File: config.mk
export PLATFORM = sky130hd
export DESIGN_NAME = instruction_loader
export DESIGN_NICKNAME = d
export VERILOG_FILES = /design/src/rtl/instruction_loader.sv
export SDC_FILE = /design/constraint.sdc
export NUM_CORES = 1
export LEC_CHECK = 0
export ABC_AREA = 1
export BUFFER_PORTS_ARGS = -buffer_cell sky130_fd_sc_hd__buf_2
export CORE_MARGIN = 3
export CORE_UTILIZATION = 54
export DETAILED_ROUTE_END_ITERATION = 8
export GPL_ROUTABILITY_DRIVEN = 1
export GPL_TIMING_DRIVEN = 0
export PLACE_DENSITY = 0.81
export SETUP_SLACK_MARGIN = 0.2
export SLEW_MARGIN = 20
export SYNTH_ARGS = -nofsm -noshare
export SYNTH_HDL_FRONTEND = slang
export SYNTH_SLANG_ARGS = --single-unit
File: constraint.sdc
create_clock -name Clk -period 1.8 [get_ports Clk]
set_clock_uncertainty 0.1 [all_clocks]
set_input_delay 0.27 -clock Clk [delete_from_list [all_inputs] [get_ports Clk]]
set_output_delay 0.27 -clock Clk [all_outputs]
set_load 0.01 [all_outputs]
File: src/rtl/instruction_loader.sv
`timescale 1ns/1ps
// Assembles a little-endian byte stream into instruction words and writes them to instruction memory.
// Optional running checksum of written words: define LOADER_CHECKSUM_EN.
module instruction_loader #(
  parameter int INST_MAX_LENGTH = 32,
  parameter int REG_MAX_LENGTH  = 32,
  parameter int MAX_WORDS       = 256
) (
  input  logic                       Clk,
  input  logic                       ResetN,
  input  logic                       Start,
  input  logic [REG_MAX_LENGTH-1:0]  Length,
  input  logic [7:0]                 ByteIn,
  input  logic                       ByteValid,
  output logic                       ByteReady,
  output logic                       WriteEnable,
  output logic [REG_MAX_LENGTH-1:0]  WriteAddress,
  output logic [INST_MAX_LENGTH-1:0] WriteData,
  output logic                       Busy,
  output logic                       Done,
  output logic                       Error,
  output logic [INST_MAX_LENGTH-1:0] Checksum
);

  localparam int BYTES = INST_MAX_LENGTH / 8;
  localparam int IDX_W = (BYTES > 1) ? $clog2(BYTES) : 1;
  localparam logic [IDX_W-1:0]          LAST_IDX = IDX_W'(BYTES - 1);
  localparam logic [REG_MAX_LENGTH-1:0] MAX_LEN  = REG_MAX_LENGTH'(MAX_WORDS);

  typedef enum logic [1:0] {IDLE, COLLECT, WRITE, FINISH} state_t;

  state_t                     state_q, state_d;
  logic [REG_MAX_LENGTH-1:0]  count_q, count_d;
  logic [REG_MAX_LENGTH-1:0]  addr_q, addr_d;
  logic [IDX_W-1:0]           idx_q, idx_d;
  logic [INST_MAX_LENGTH-1:0] data_q, data_d;
  logic                       error_q, error_d;
  logic                       start_ok;

  assign start_ok = (state_q == IDLE) && Start && (Length != '0) && (Length <= MAX_LEN);

  always_comb begin
    state_d = state_q;
    count_d = count_q;
    addr_d  = addr_q;
    idx_d   = idx_q;
    data_d  = data_q;
    error_d = error_q;
    unique case (state_q)
      IDLE: begin
        if (Start) begin
          if (start_ok) begin
            error_d = 1'b0;
            count_d = Length;
            addr_d  = '0;
            idx_d   = '0;
            state_d = COLLECT;
          end else begin
            error_d = 1'b1;
          end
        end
      end
      COLLECT: begin
        if (ByteValid) begin
          // Byte lane k of the word receives the k-th byte of the stream.
          for (int k = 0; k < BYTES; k++) begin
            if (idx_q == IDX_W'(k)) data_d[8*k +: 8] = ByteIn;
          end
          if (idx_q == LAST_IDX) state_d = WRITE;
          else                   idx_d   = idx_q + IDX_W'(1);
        end
      end
      WRITE: begin
        addr_d  = addr_q + REG_MAX_LENGTH'(4);
        count_d = count_q - REG_MAX_LENGTH'(1);
        idx_d   = '0;
        state_d = (count_q == REG_MAX_LENGTH'(1)) ? FINISH : COLLECT;
      end
      FINISH:  state_d = IDLE;
      default: state_d = IDLE;
    endcase
  end

  always_ff @(posedge Clk or negedge ResetN) begin
    if (!ResetN) begin
      state_q <= IDLE;
      count_q <= '0;
      addr_q  <= '0;
      idx_q   <= '0;
      data_q  <= '0;
      error_q <= 1'b0;
    end else begin
      state_q <= state_d;
      count_q <= count_d;
      addr_q  <= addr_d;
      idx_q   <= idx_d;
      data_q  <= data_d;
      error_q <= error_d;
    end
  end

  // Strobes decode straight from the state register, so reset clears them at once.
  assign ByteReady    = (state_q == COLLECT);
  assign WriteEnable  = (state_q == WRITE);
  assign Busy         = (state_q != IDLE);
  assign Done         = (state_q == FINISH);
  assign WriteAddress = addr_q;
  assign WriteData    = data_q;
  assign Error        = error_q;

`ifdef LOADER_CHECKSUM_EN
  logic [INST_MAX_LENGTH-1:0] checksum_q, checksum_d;

  always_comb begin
    checksum_d = checksum_q;
    if (start_ok)                checksum_d = '0;
    else if (state_q == WRITE)   checksum_d = checksum_q + data_q;
  end

  always_ff @(posedge Clk or negedge ResetN) begin
    if (!ResetN) checksum_q <= '0;
    else         checksum_q <= checksum_d;
  end

  assign Checksum = checksum_q;
`else
  assign Checksum = '0;
`endif

endmodule

==> results of run 1 <==
## flip-flops by register name (all words and copies together), names as in the netlist
| signal | flops |
|---|---|
| state_q | 2 |
| Error | 1 |
| count_q | 32 |
| idx_q | 2 |
| WriteAddress | 30 |
| WriteData | 32 |
## synth_stat cells
cell type	n
nand2_1	277
nor2_1	111
dfrtp_1	99
o21ai_0	65
nand3_1	63
inv_1	61
buf_4	34
nor3_1	16
xnor2_1	13
xor2_1	11
nand4_1	10
buf_2	8
a21o_1	7
ha_1	7
clkbuf_1	6
or2_2	5
buf_6	4
o21bai_1	4
nor2_2	3
a21boi_0	2
inv_2	2
nand2_2	2
nand2_4	2
nor2_4	2
a31o_2	1
and2_1	1
clkinv_4	1
conb_1	1
nor3_2	1
nor3b_1	1
o211ai_1	1
o21ai_1	1
o22ai_1	1
## cells by family (layout without fill, tap and decap cells)
logic type               after synthesis  after routing
buffers and inverters                116            285
other                                  1             34
flip-flops                            99             99
AND/OR/NAND/NOR                      494            494
adder cells (fa/ha/maj)                7              7
AO/OA/AOI/OAI                         82             82
XOR/XNOR                              24             24
## power groups by stage
stage | clock network (mW) | registers, mW | logic, mW
detailed placement | 0 | 2.35 | 0.370
global placement | 0 | 2.35 | 0.351
floorplan | 0 | 2.38 | 0.154
CTS | 1.51 | 2.31 | 0.385
global route | 1.61 | 2.33 | 0.479
finish | 1.51 | 2.33 | 0.428
## worst max-delay path: cells and delay by family (launching register included)
family,cells,cell delay (ps)
AND/OR/NAND/NOR,8,1090
flip-flops,1,450
## cell type report
| cell class | instances | area (um2) |
|---|---|---|
| plain buffers | 52 | 452 |
| clock buffers | 9 | 124 |
| inverters | 64 | 253 |
| flip-flops and latches | 99 | 2490 |
| fillers | 749 | 2380 |
| repair buffers | 153 | 1040 |
| multi-input cells | 641 | 3470 |
| well taps | 136 | 170 |
| clock inverters | 7 | 80.1 |
## worst max-delay path by stage
stage / from / endpoint / cells after the start
finish: count_q[4] / count_q[29] / 8
floorplan: state_q[0] / WriteAddress[26] / 12
CTS: state_q[0] / count_q[25] / 12
global route: count_q[4] / count_q[29] / 8
global placement: ResetN / WriteAddress[12] / 1
detailed placement: state_q[0] / WriteEnable / 5
## per-stage QoR
stage | TNS (ps) | hold slack, ps | util
finish | 0 | 87.6 | 0.773
global placement | -74730 | 361 | 0.645
floorplan | 0 | -126 | -
global route | -414 | 93.6 | 0.773
CTS | 0 | 52.8 | 0.725
detailed placement | -4250 | 31.7 | 0.648
## timing repair
item                       4_1_cts  5_1_grt
hold endpoints to repair        99        0
buffers inserted                25        9
cloned                           5        2
setup endpoints to repair      101      102
hold buffers                     1        0
gates resized for setup        142      128
pin swaps                       18       25
## routing by layer
layer | up-vias | wire length [um] | GRT usage
li1 | 2945 | - | -
met1 | 2932 | 7180 | 0.376
met2 | 280 | 9070 | 0.486
met3 | 63 | 1600 | 0.0780
met4 | 0 | 590 | 0.0836
met5 | - | 0 | 0
==> results.toml, run 1 <==
[outcome]
status = "complete, no violations"

[clock_tree]
tritoncts = "built"
clockBufferDepth = 2
cts_sinks = 99
cts.htree.levels = 3
cts_buffers = 9
clkLatencyLatePin_ps = 410
clk_pin_slew_ps = 120
cts_root_buf = "clkbuf_8"

[synthesis]
yosys.area_share.simple = 0.348
ys_seq_elements = 99
synth_cells = 823
ys_seq_area_frac = 0.421
synth_top_family_by_area = "simple AND/OR/NAND/NOR gates"
yosys-top-cells-area = "dfrtp_1 (42%), nand2_1 (18%), nor2_1 (7.1%)"
synthMuxAreaShare = 0
synth_area_per_cell_um2 = 7.15
ys_warn_count = 0
synth_adder_area_share = 0.0149
synth_compound_gate_area_share = 0.0766
yosysTopAreaCell = "dfrtp_1"
synth_xor_area_frac = 0.0357
synth_top_cell_area_share = 0.421
syn_area_um2 = 5880
ys_types = 33

[flow_run]
cap_viol_max_count = 0

[setup_path]
slowest_stage = "dfrtp_1"
rrSetupSlack_ps = 40
worst-path-max-fanout = 8
worstReg2RegStart = "count_q[4]"
reg2reg_depth = 8
cpPeakStageDelay_ps = 450
r2r-end = "count_q[29]"
crit_required_ps = 1990
crit_arrival_ps = 1950
critical_path_class = "flop to flop"
start_kind = "flop"
path_cells = "nor2_2, nand2_2, nor2_4, nand2_2, nor2_4, nand4_1, nand3_1, nand2_1"
worst_setup_path_end_kind = "flop"

[power_and_ir_drop]
peakVddDrop_mv = 0.590
power.leakage_nw = 4.39
power_mw = 4.26
switching_share = 0.291
switchingPower_mw = 1.24
p_clk_frac = 0.353
p_int_mw = 3.02
p_per_area_nw_per_um2 = 527
p_seq_frac = 0.546
p_comb_frac = 0.100

[finish]
instances_no_fill = 1161
nNetsFinal = 1071
final_cell_mix = "nand2_1 (208), buf_2 (107), nor2_1 (94)"
syn_to_final_growth_pct = 37.4
fin_area_um2 = 8090
layout-drive-gt1-share = 0.371
final_common_cell = "nand2_1"
diodes = 0

[timing]
relSlewSlack = 0.583
slew_viol_final = 0
fin_crit_sh = 0.980
setup_slack_ps = 36.4
min_period_ps = 1760
timing.fmax_ghz = 0.567
tightest_slew_ps = 626
rsz0062_at_grt = "true"
finalHoldViolations = 0
setup_violations = 0

[drt]
ant_nets = 0
routed_wl_mm = 18.4
wl_per_cell_um = 15.9
avgViaCountPerCell = 5.36
drc = 0
initialDrtViolationCount = 561
vias = 6220
firstDrtPassIters = 5

[hold_path]
hold_start = "ByteIn[6]"
hold_end = "WriteData[22]"
holdCritPathClass = "input pin to flop"
hold-path-cell-count = 3

[placement]
place_area_um2 = 6780
gp_congestion = 0.946
hpwlAfterDp_mm = 11.4
dp_cells = 1103
dp_slack_ps = -355
port_buffers = 110

[global_route]
track_usage = 0.292
first_global_vias = 5678
grt_pass1_wl_mm = 27.5
overflow = 0
grt_max_degree = 82
antenna_found_initial = 0

[floorplan]
boundaryPins = 145
core_area_um2 = 10500
num_rows = 37
die_y_um = 110
die_area_um2 = 12200
fp.dieW_um = 110
start_util = 0.562
(Power assumes the default switching activity.)
==> inputs of run 2 (changes only) <==
--- a/config.mk
+++ b/config.mk
@@ -13,6 +13,7 @@
 export GPL_ROUTABILITY_DRIVEN = 1
 export GPL_TIMING_DRIVEN = 0
 export PLACE_DENSITY = 0.81
+export REMOVE_ABC_BUFFERS = 1
 export SETUP_SLACK_MARGIN = 0.2
 export SLEW_MARGIN = 20
 export SYNTH_ARGS = -nofsm -noshare
==> run 2 against run 1 <==
  * The run now ends with negative setup slack left
  * Worst setup slack lost 48 ps
  * Non-clock buffer count shrank 56
  * Routed wire length grew 5.2%
  * Sequential power is essentially flat
  * Utilization shrank 0.61 points
  * Highest routed layer unchanged
==> results.toml, run 2 (synthesis gave the netlist of run 1 again) <==
[global_route]
first_global_vias = 5899
overflow = 0
track_usage = 0.299
grt_pass1_wl_mm = 28.2
grt_max_degree = 52
antenna_found_initial = 0

[finish]
syn_to_final_growth_pct = 36.3
diodes = 0
final_cell_mix = "nand2_1 (184), buf_2 (106), nor2_1 (98)"
layout-drive-gt1-share = 0.352
fin_area_um2 = 8020
final_common_cell = "nand2_1"
nNetsFinal = 1033

[clock_tree]
cts_root_buf = "clkbuf_8"
clockBufferDepth = 2
clkLatencyLatePin_ps = 390
tritoncts = "built"
cts_sinks = 99
clk_pin_slew_ps = 120
cts.htree.levels = 3
cts_buffers = 9

[power_and_ir_drop]
p_per_area_nw_per_um2 = 533
p_clk_frac = 0.384
switchingPower_mw = 1.18
p_int_mw = 3.09
switching_share = 0.277
power.leakage_nw = 4.09
p_seq_frac = 0.540
p_comb_frac = 0.076
peakVddDrop_mv = 0.373

[drt]
avgViaCountPerCell = 5.70
routed_wl_mm = 19.4
wl_per_cell_um = 17.3
ant_nets = 0
drc = 0
firstDrtPassIters = 5
initialDrtViolationCount = 579
vias = 6399

[setup_path]
crit_required_ps = 2010
critical_path_class = "flop to flop"
worst-path-max-fanout = 8
crit_arrival_ps = 2020
start_kind = "flop"
worst_setup_path_end_kind = "flop"

[timing]
slew_viol_final = 0
setup_violations = 2
setup_slack_ps = -11.6
rsz0062_at_grt = "true"
fin_crit_sh = 1.01
min_period_ps = 1810
timing.fmax_ghz = 0.552
hold_slack_ps = 49.3
finalHoldViolations = 0
tightest_slew_ps = 553
relSlewSlack = 0.632

[floorplan]
die_y_um = 110
die_area_um2 = 12200
boundaryPins = 145
fp.dieW_um = 110
num_rows = 37
start_util = 0.562
core_area_um2 = 10500

[placement]
gp_congestion = 0.965
port_buffers = 110
hpwlAfterDp_mm = 9.88
place_area_um2 = 6400

[flow_run]
cap_viol_max_count = 0

[outcome]
violations = "negative setup slack"
status = "complete, but fails checks"

[hold_path]
holdCritPathClass = "input pin to flop"
run 2: layer usage:
metal | up-vias | routed length, um | global-route usage
met5 | - | 0 | 0
met4 | 0 | 940 | 0.145
met3 | 98 | 1820 | 0.0600
met2 | 402 | 9450 | 0.513
met1 | 3004 | 7180 | 0.357
li1 | 2895 | - | -
run 2: path summary, 6_finish.rpt:
kind                               startpoint               end  slack, ps  cells past startpoint
worst max-delay path               state_q[1]     WriteData[14]        -10                      8
worst min-delay path                ByteIn[4]     WriteData[28]         50                      3
worst max register to register     state_q[1]     WriteData[14]        -10                      8
worst min register to register  WriteData[15]     WriteData[15]        390                      2
max in group asynchronous              ResetN  WriteAddress[17]        690                      3
min in group asynchronous              ResetN        count_q[0]        260                      2
run 2: critical path, cell delays in order (launching register included):
cell	delay, ps
dfrtp_2	440
buf_4	160
nor2_4	100
inv_2	60
nor2_4	270
buf_12	180
buf_6	120
nand2_8	70
o21ai_0	220
run 2: cell type report:
class | instances | area (um2)
inverters | 64 | 275
clock inverters | 7 | 103
flip-flops and latches | 99 | 2490
fillers | 719 | 2440
well taps | 136 | 170
multi-input cells | 658 | 3830
clock buffers | 9 | 124
repair buffers | 149 | 1030
repair inverters | 1 | 8.76
run 2: per-stage QoR:
step / TNS, ps / setup slack (ps) / cells / power [mW] / util
floorplan: -8900 / -268 / 804 / 2.48 / -
global placement: -107740 / -1120 / 1050 / 2.64 / 0.608
detailed placement: -37010 / -1110 / 1051 / 2.66 / 0.612
CTS: 0 / 61.9 / 1107 / 4.24 / 0.707
global route: -1570 / -110 / 1123 / 4.42 / 0.767
finish: -18.2 / -11.6 / 1123 / 4.28 / 0.767
run 2: repair_timing:
item	in CTS	in global routing
cloned	14	4
endpoints found under the setup margin	98	102
gates resized for setup	107	150
hold buffers	1	0
buffers inserted	25	12
pin swaps	36	46
hold endpoints to repair	48	0
run 2: power groups by stage:
stage / clock network [mW] / registers (mW) / logic, mW
6_report: 1.64 / 2.31 / 0.325
3_3_place_gp: 0 / 2.35 / 0.290
5_1_grt: 1.74 / 2.31 / 0.366
4_1_cts: 1.63 / 2.31 / 0.310
3_5_place_dp: 0 / 2.35 / 0.304
2_1_floorplan: 0 / 2.38 / 0.0986
